**src/rtl/usb_buffer_arbiter_pkg.sv**
```systemverilog
// Shared definitions for the USB packet-buffer arbiter: address map constants,
// requester identifiers and the read-tag layout.
package usb_buffer_arbiter_pkg;

  localparam logic [31:0] ADDRESS_USB_PACKET_BUFFER = 32'h4000_6000;
  localparam int unsigned USB_PACKET_BUFFER_SIZE    = 32'd1024;

  typedef enum logic {
    OWNER_CPU = 1'b0,
    OWNER_USB = 1'b1
  } owner_e;

  typedef struct packed {
    logic   valid;
    owner_e owner;
  } read_tag_t;

  function automatic logic is_read(input logic [3:0] wstrb);
    return (wstrb == 4'b0000);
  endfunction

endpackage

```
**src/rtl/usb_buffer_starve_counter.sv**
```systemverilog
// Counts consecutive USB wins while the CPU waits and forces a CPU grant
// once that run reaches STARVE_LIMIT.
module usb_buffer_starve_counter #(
  parameter int STARVE_LIMIT = 4
) (
  input  logic clk48,
  input  logic reset,
  input  logic cpu_req,
  input  logic usb_req,
  output logic force_cpu
);

  localparam int CNT_W = $clog2(STARVE_LIMIT + 1);
  localparam logic [CNT_W-1:0] LIMIT_C = CNT_W'(STARVE_LIMIT);
  localparam logic [CNT_W-1:0] ONE_C   = CNT_W'(1);

  logic [CNT_W-1:0] count_r;
  logic [CNT_W-1:0] count_nxt_s;
  logic             force_s;

  // Force decision and next count; a CPU win of any kind restarts the run
  always_comb begin
    force_s     = 1'b0;
    count_nxt_s = count_r;
    if (!cpu_req) begin
      count_nxt_s = {CNT_W{1'b0}};
    end else if (count_r >= LIMIT_C) begin
      force_s     = 1'b1;
      count_nxt_s = {CNT_W{1'b0}};
    end else if (usb_req) begin
      count_nxt_s = count_r + ONE_C;
    end else begin
      count_nxt_s = {CNT_W{1'b0}};
    end
  end

  // Counter register
  always_ff @(posedge clk48) begin
    if (reset) begin
      count_r <= {CNT_W{1'b0}};
    end else begin
      count_r <= count_nxt_s;
    end
  end

  assign force_cpu = force_s;

endmodule

```
**src/rtl/usb_buffer_arbiter.sv**
```systemverilog
// Two-port arbiter in front of the USB packet-buffer RAM: USB has priority,
// the CPU is guaranteed a slot after STARVE_LIMIT lost cycles.
module usb_buffer_arbiter
  import usb_buffer_arbiter_pkg::*;
#(
  parameter int ADDR_WIDTH   = 8,
  parameter int DATA_WIDTH   = 32,
  parameter int STARVE_LIMIT = 4
) (
  input  logic                  clk48,
  input  logic                  reset,
  input  logic                  cpu_req,
  input  logic [ADDR_WIDTH-1:0] cpu_addr,
  input  logic [DATA_WIDTH-1:0] cpu_wdata,
  input  logic [3:0]            cpu_wstrb,
  output logic                  cpu_gnt,
  output logic                  cpu_rvalid,
  output logic [DATA_WIDTH-1:0] cpu_rdata,
  input  logic                  usb_req,
  input  logic [ADDR_WIDTH-1:0] usb_addr,
  input  logic [DATA_WIDTH-1:0] usb_wdata,
  input  logic [3:0]            usb_wstrb,
  output logic                  usb_gnt,
  output logic                  usb_rvalid,
  output logic [DATA_WIDTH-1:0] usb_rdata,
  output logic                  ram_en,
  output logic [ADDR_WIDTH-1:0] ram_addr,
  output logic [DATA_WIDTH-1:0] ram_wdata,
  output logic [3:0]            ram_wstrb,
  input  logic [DATA_WIDTH-1:0] ram_rdata,
  output logic                  starved
);

  logic      force_cpu_s;
  logic      cpu_win_s;
  logic      usb_win_s;
  read_tag_t tag_r;
  read_tag_t tag_nxt_s;

  usb_buffer_starve_counter #(
    .STARVE_LIMIT(STARVE_LIMIT)
  ) u_starve (
    .clk48     (clk48),
    .reset     (reset),
    .cpu_req   (cpu_req),
    .usb_req   (usb_req),
    .force_cpu (force_cpu_s)
  );

  // Grant selection; nothing is granted while reset is held
  always_comb begin
    cpu_win_s = 1'b0;
    usb_win_s = 1'b0;
    if (reset) begin
      cpu_win_s = 1'b0;
      usb_win_s = 1'b0;
    end else if (cpu_req && (force_cpu_s || !usb_req)) begin
      cpu_win_s = 1'b1;
    end else if (usb_req) begin
      usb_win_s = 1'b1;
    end else begin
      cpu_win_s = 1'b0;
      usb_win_s = 1'b0;
    end
  end

  // RAM port mux driven by the winner
  always_comb begin
    ram_en    = 1'b0;
    ram_addr  = {ADDR_WIDTH{1'b0}};
    ram_wdata = {DATA_WIDTH{1'b0}};
    ram_wstrb = 4'b0000;
    if (cpu_win_s) begin
      ram_en    = 1'b1;
      ram_addr  = cpu_addr;
      ram_wdata = cpu_wdata;
      ram_wstrb = cpu_wstrb;
    end else if (usb_win_s) begin
      ram_en    = 1'b1;
      ram_addr  = usb_addr;
      ram_wdata = usb_wdata;
      ram_wstrb = usb_wstrb;
    end else begin
      ram_en    = 1'b0;
      ram_wstrb = 4'b0000;
    end
  end

  // Tag for the read whose data returns next cycle
  always_comb begin
    tag_nxt_s.valid = ram_en & is_read(ram_wstrb);
    tag_nxt_s.owner = usb_win_s ? OWNER_USB : OWNER_CPU;
  end

  // Read-tag register
  always_ff @(posedge clk48) begin
    if (reset) begin
      tag_r <= '{valid: 1'b0, owner: OWNER_CPU};
    end else begin
      tag_r <= tag_nxt_s;
    end
  end

  assign cpu_gnt    = cpu_win_s;
  assign usb_gnt    = usb_win_s;
  assign starved    = force_cpu_s & ~reset;
  // Gating with reset keeps a read granted just before reset from surfacing
  assign cpu_rvalid = tag_r.valid & (tag_r.owner == OWNER_CPU) & ~reset;
  assign usb_rvalid = tag_r.valid & (tag_r.owner == OWNER_USB) & ~reset;
  assign cpu_rdata  = ram_rdata;
  assign usb_rdata  = ram_rdata;

endmodule

```
**config.mk**
```make
export PLATFORM = sky130hd
export DESIGN_NAME = usb_buffer_arbiter
export DESIGN_NICKNAME = d
export VERILOG_FILES = /design/src/rtl/usb_buffer_arbiter_pkg.sv /design/src/rtl/usb_buffer_starve_counter.sv /design/src/rtl/usb_buffer_arbiter.sv
export SDC_FILE = /design/constraint.sdc
export NUM_CORES = 1
export LEC_CHECK = 0
export CORE_AREA = 2 2 93 95
export CTS_CLUSTER_SIZE = 20
export DETAILED_ROUTE_END_ITERATION = 8
export DIE_AREA = 0 0 95 97
export GPL_ROUTABILITY_DRIVEN = 1
export MAX_ROUTING_LAYER = met4
export PLACE_DENSITY = 0.78
export SLEW_MARGIN = 30
export SYNTH_ARGS = -nofsm -noshare
export SYNTH_HDL_FRONTEND = slang
export SYNTH_SLANG_ARGS = --single-unit
export TNS_END_PERCENT = 1
```
**constraint.sdc**
```tcl
create_clock -name clk48 -period 2.28 [get_ports clk48]
set_clock_uncertainty 0.1 [all_clocks]
set_input_delay 0.456 -clock clk48 [delete_from_list [all_inputs] [get_ports clk48]]
set_output_delay 0.456 -clock clk48 [all_outputs]
set_load 0.01 [all_outputs]
```
---- Yosys cells after proc, flatten, opt, wreduce, memory -nomap -nowiden ----
Cells that the tools add are included.
word-level totals
  bits in latches ......................... 0
  output and inout port bits .............. 114
  word-level logic and storage cells ...... 35
  memories kept ........................... 0
  memory bits (writable) .................. 0
  bits in read-only memories .............. 0
  bits of input ports ..................... 124
  register bits ........................... 5
cells by class
  multiplexer cells ....................... 15
  reduce and logical (&&, ||, !) cells .... 5
  divide/modulo/power cells ............... 0
  multiply operators ...................... 0
  shift-type cells ........................ 0
  $lt $le $gt $ge ......................... 1
  add/sub/neg operators ................... 1
  eq/ne operators ......................... 0
  bitwise gates (word level) .............. 10
operators with widths
  cell                                                            number
  32-bit 2-to-1 mux                                               2
  8-bit 2-to-1 mux                                                2
  1-bit 2-to-1 mux                                                9
  4-bit 2-to-1 mux                                                2
  1-bit bitwise AND                                               6
  4-bit zero test                                                 1
  1-bit inverter                                                  4
  4-bit OR reduction                                              1
  3-bit by 1-bit adder with 3-bit output (second input constant)  1
  3-bit >= comparator (second input constant)                     1
  1-bit logical AND                                               1
  1-bit zero test                                                 1
  1-bit logical OR                                                1

---- Logic depth before layout (Yosys ltp) ----
  depth in word-level cells ............... 11
  mapped depth ............................ 5
  depth with buffers taken out ............ 3

---- Cells and area by module ----
Synthesis repeated with hierarchy kept, for this count alone.
unflattened totals
  cell total of the unflattened synthesis .. 153
  area total of the unflattened synthesis .. 1,268.7 sq um
modules (own cells, without submodules)
  module                     area an instance (sq um)  times used  cells each
  usb_buffer_arbiter         1,138.6                   1           141
  usb_buffer_starve_counter  130.1                     1           12

---- Worst setup path after synthesis ----
OpenSTA, ideal clock, no wires.
  path type ............................... input to output
  start point ............................. input cpu_req
  end point ............................... output ram_wdata[16]
  path buffers ............................ 2
  arrival ................................. 1,269 ps
  path slack .............................. 455 ps
  stages .................................. 5
  data required time ...................... 1,724 ps
  cells stage by stage .................... buf_6 -> a21bo_2 -> nor2_4 -> buf_6 -> a22o_1
between the ends
  word-level cells in the longest chain between the ends .. 7
  elaborated cells on any way between the ends .. 9
  those cells by class .................... mux (7); reduce/logical (2)
ends and longest elaborated chain
  what                 RTL line                         RTL
  start, declared      usb_buffer_arbiter.sv:12         input logic cpu_req,
  1-bit 2-to-1 mux     usb_buffer_starve_counter.sv:25  if (!cpu_req) begin
  1-bit logical OR     usb_buffer_arbiter.sv:57         end else if (cpu_req && (force_cpu_s || !usb_req)) begin
  1-bit logical AND *  usb_buffer_arbiter.sv:57
  1-bit 2-to-1 mux *   usb_buffer_arbiter.sv:57
  1-bit 2-to-1 mux *   usb_buffer_arbiter.sv:54         if (reset) begin
  net usb_gnt          usb_buffer_arbiter.sv:23         output logic usb_gnt,
  32-bit 2-to-1 mux *  usb_buffer_arbiter.sv:78         end else if (usb_win_s) begin
  32-bit 2-to-1 mux *  usb_buffer_arbiter.sv:73         if (cpu_win_s) begin
  end, declared        usb_buffer_arbiter.sv:28         output logic [DATA_WIDTH-1:0] ram_wdata,
The timed path passes the listed nets; every way through them passes the cells marked *.

---- Worst setup path in the final report ----
  start point ............................. input usb_req
  end point ............................... output ram_wdata[4]
between the ends
  word-level cells in the longest chain between the ends .. 7
  elaborated cells on any way between the ends .. 10
  those cells by class .................... mux (7); reduce/logical (3)
ends and longest elaborated chain
  what                 RTL line                  RTL
  start, declared      usb_buffer_arbiter.sv:19  input logic usb_req,
  1-bit zero test      usb_buffer_arbiter.sv:57
  1-bit logical OR     usb_buffer_arbiter.sv:57
  1-bit logical AND    usb_buffer_arbiter.sv:57
  1-bit 2-to-1 mux     usb_buffer_arbiter.sv:57
  1-bit 2-to-1 mux     usb_buffer_arbiter.sv:54
  32-bit 2-to-1 mux    usb_buffer_arbiter.sv:78
  32-bit 2-to-1 mux *  usb_buffer_arbiter.sv:73
Mark *: on every way between the ends. The rest lies on a longest branch, timed or not.

==> flow_summary.json <==
{
  "stdcell_count": 353,
  "fin_crit_ns": 2.210,
  "clk_pin_slew_worst_paths_ns": 0.04,
  "rr_startpoint": "u_starve.count_r[2]",
  "max_freq_mhz": 452.5,
  "worstPathRequired_ns": 1.72,
  "nFillCells": 866,
  "globalplace.congestion": 0.7627,
  "busiest_layer": "met2",
  "reg2reg_to": "tag_r[1]",
  "min_path_type": "reg2reg",
  "placed_cells": 344,
  "ctsHtreeMaxLevel": 1,
  "regToRegSetupSlack_ns": 0.80,
  "clockBufferDepth": 2,
  "synth.top_cell.area_share": 0.3699,
  "antenna_found_initial": 0,
  "syn_inst": 156,
  "syn_avg_cell_area_sq_um": 8.325,
  "clock_latency_ns": 0.22,
  "die_area_sq_um": 9215,
  "fin_crit_sh": 0.9692,
  "gr-usage-met1": 0.1062,
  "via_per_inst": 4.071,
  "cp_max_fo": 10,
  "setup_violations": 0,
  "ys_ff_latch": 5,
  "powerDensity_nw_per_um2": 265.3,
  "diodes": 0,
  "p_leak_nw": 1.094,
  "grt_start_max_net_pins": 30,
  "std_cell_rows": 33,
  "use_met2": 0.1986,
  "syn_nets": 282,
  "crit_family": "buffers and inverters",
  "wl_per_cell_microns": 14.93,
  "ant_nets": 0,
  "power_uw": 644.9,
  "ioPinCount": 238,
  "slew_viol_final": 0,
  "numCtsBuffers": 3,
  "worstHoldEndpoint": "u_starve.count_r[0]",
  "hp-start": "u_starve.count_r[0]",
  "core_area_sq_um": 8134,
  "initial_utilization": 0.1597,
  "final-hold-violation-count": 0,
  "path_class": "in2out",
  "yosys-top-cells-area": "buf_4, a22o_1, buf_6, dfxtp_1, nand2b_1",
  "ys.warnings.count": 0,
  "rsz0062_at_grt": "false",
  "drc_errors": 0,
  "crit_slowest_cell": "dlygate4sd2_1",
  "whs_path_depth": 1,
  "grt_pass1_vias": 1439,
  "vias": 1437,
  "grt_pass1_wl_mm": 7.410,
  "cp-end-kind": "output pin",
  "multi_input_area_sq_um": 616.8,
  "cts.sinks": 5,
  "dp_hpwl_mm": 4.327,
  "port_buffers": 141,
  "areaGrowthSynthToFinish_pct": 87.19,
  "critical_path_buf_inv_count": 4,
  "die_h_microns": 97,
  "critPathLaunchType": "primary input",
  "ys_seq_area_frac": 0.07707,
  "status": "complete, no violations",
  "drive_above_1_share": 0.2702,
  "fin_nets": 375,
  "yosys.area.top_type": "buf_4",
  "synth_cell_types": 24,
  "cp.arrival_ns": 1.65,
  "grt_use_met3": 0.02414,
  "regArea_sq_um": 100.1,
  "drt_first_iter_violations": 19,
  "worst_path_largest_cell_delay_ns": 0.28,
  "r2r_cells": 6,
  "root_buffer": "clkbuf_8",
  "routed_wl_mm": 5.270,
  "maxSlewHeadroom": 0.8354,
  "drv_cap": 0,
  "cts_tree": "yes",
  "die_w_microns": 95,
  "grt_remaining_overflow": 0,
  "drt-pass1-iter-count": 3,
  "syn_area_sq_um": 1299,
  "max_slew.worst_pin.slew_ns": 0.2466,
  "cp_cell_sequence": "clkdlybuf4s15_1 > nor2b_4 > nor3_4 > buf_6 > buf_8 > a22o_1 > dlygate4sd2_1",
  "ir_worst_vdd_uv": 205.6,
  "track_usage": 0.1060
}
-- worst register-to-register path: stages, from the launching register on --
cell,delay (ns)
dfxtp_1,0.45
nor2b_4,0.08
buf_4,0.14
buf_4,0.13
o32ai_2,0.27
buf_4,0.16
nor4b_2,0.04
-- layout by cell type, fill, tap and decap left out, types with 2 or more instances in the layout --
| cell | n |
|---|---|
| buf_4 | 15 |
| o32ai_2 | 2 |
| clkdlybuf4s50_1 | 88 |
| a32oi_1 | 3 |
| nor2_1 | 8 |
| ha_1 | 2 |
| clkbuf_2 | 3 |
| dlygate4sd2_1 | 10 |
| inv_1 | 2 |
| dfxtp_1 | 5 |
| nand2b_1 | 5 |
| dlymetal6s2s_1 | 2 |
| clkdlybuf4s15_1 | 8 |
| and2_1 | 2 |
| buf_12 | 2 |
| a22o_1 | 40 |
| buf_2 | 21 |
| clkbuf_8 | 3 |
| buf_6 | 3 |
| clkdlybuf4s15_2 | 9 |
-- synthesized netlist by cell type --
| library cell | count |
|---|---|
| o32ai_1 | 2 |
| inv_4 | 1 |
| buf_2 | 2 |
| nand2_1 | 1 |
| buf_4 | 64 |
| a21boi_0 | 1 |
| buf_6 | 9 |
| nor2_1 | 8 |
| inv_1 | 2 |
| a21bo_2 | 1 |
| ha_1 | 2 |
| dfxtp_1 | 5 |
| nor3_1 | 1 |
| and2_1 | 2 |
| a32oi_1 | 3 |
| nor4_1 | 1 |
| and3b_1 | 1 |
| nor3b_1 | 1 |
| nor4b_2 | 1 |
| nor2_4 | 1 |
| a22o_1 | 40 |
| nand2b_1 | 5 |
| nor2b_2 | 1 |
| nor3_4 | 1 |
-- metal layers --
metal | part of all wire | vias to the layer above
met2 | 0.53 | 101
met1 | 0.36 | 638
met5 | 0 | -
li1 | - | 682
met3 | 0.093 | 16
met4 | 0.014 | 0
-- layout make-up --
class / count / area share
Timing Repair Buffer: 163 / 0.6269
Multi-Input combinational cell: 73 / 0.2537
Tap cell: 105 / 0.05404
Sequential cell: 5 / 0.04117
Clock buffer: 4 / 0.01853
Inverter: 3 / 0.005661
-- where the power goes --
part	internal, mW	switching (mW)	leakage [nW]
combinational	0.256	0.130	1.03
clock	0.120	0.0466	0.0228
sequential	0.0908	0.00136	0.0408
total	0.467	0.178	1.09
-- how the worst max path moves through the flow --
stage / startpoint / cells after the start / to / slack [ns]
2_1_floorplan: cpu_req / 5 / ram_wdata[16] / 0.45
3_3_place_gp: usb_req / 6 / ram_addr[5] / -0.53
3_5_place_dp: cpu_req / 6 / ram_addr[5] / -0.54
4_1_cts: usb_req / 8 / ram_wdata[14] / -0.08
5_1_grt: usb_req / 7 / ram_wdata[25] / 0.01
6_report: usb_req / 7 / ram_wdata[4] / 0.07
-- repair_timing --
action                                  in CTS  in global routing
endpoints found under the setup margin      50                 37
pin swaps                                    3                  1
resized for setup                          151                  8
gates cloned                                 1                  0
endpoints found under the hold margin        0                  0
buffers inserted                             4                  0
hold buffers                                 0                  0
-- flip-flops by register name (all words and copies together), names as in the netlist --
name	count
u_starve.count_r	3
tag_r	2
-- stage by stage --
step / TNS, ns / cell area (sq um) / utilization / hold WS [ns] / setup WS, ns
2_1_floorplan: 0 / 1299 / - / 0.3279 / 0.4550
5_1_grt: 0 / 2431 / 0.2989 / 0.3988 / 0.01144
3_3_place_gp: -22.51 / 2402 / 0.2953 / 0.3330 / -0.5316
6_report: 0 / 2431 / 0.2989 / 0.3615 / 0.07026
3_5_place_dp: -23.95 / 2402 / 0.2953 / 0.3559 / -0.5446
4_1_cts: -0.07804 / 2431 / 0.2989 / 0.3629 / -0.07804
-- logic make-up (layout without fill, tap and decap cells) --
family          Yosys count  in the layout  synth area share
flops                     5              5           0.07707
fa+ha+maj                 2              2           0.01926
simple gates             24             24            0.1204
buf+inv                  78            170            0.4663
compound gates           47             47            0.3170
(Power assumes the default switching activity.)
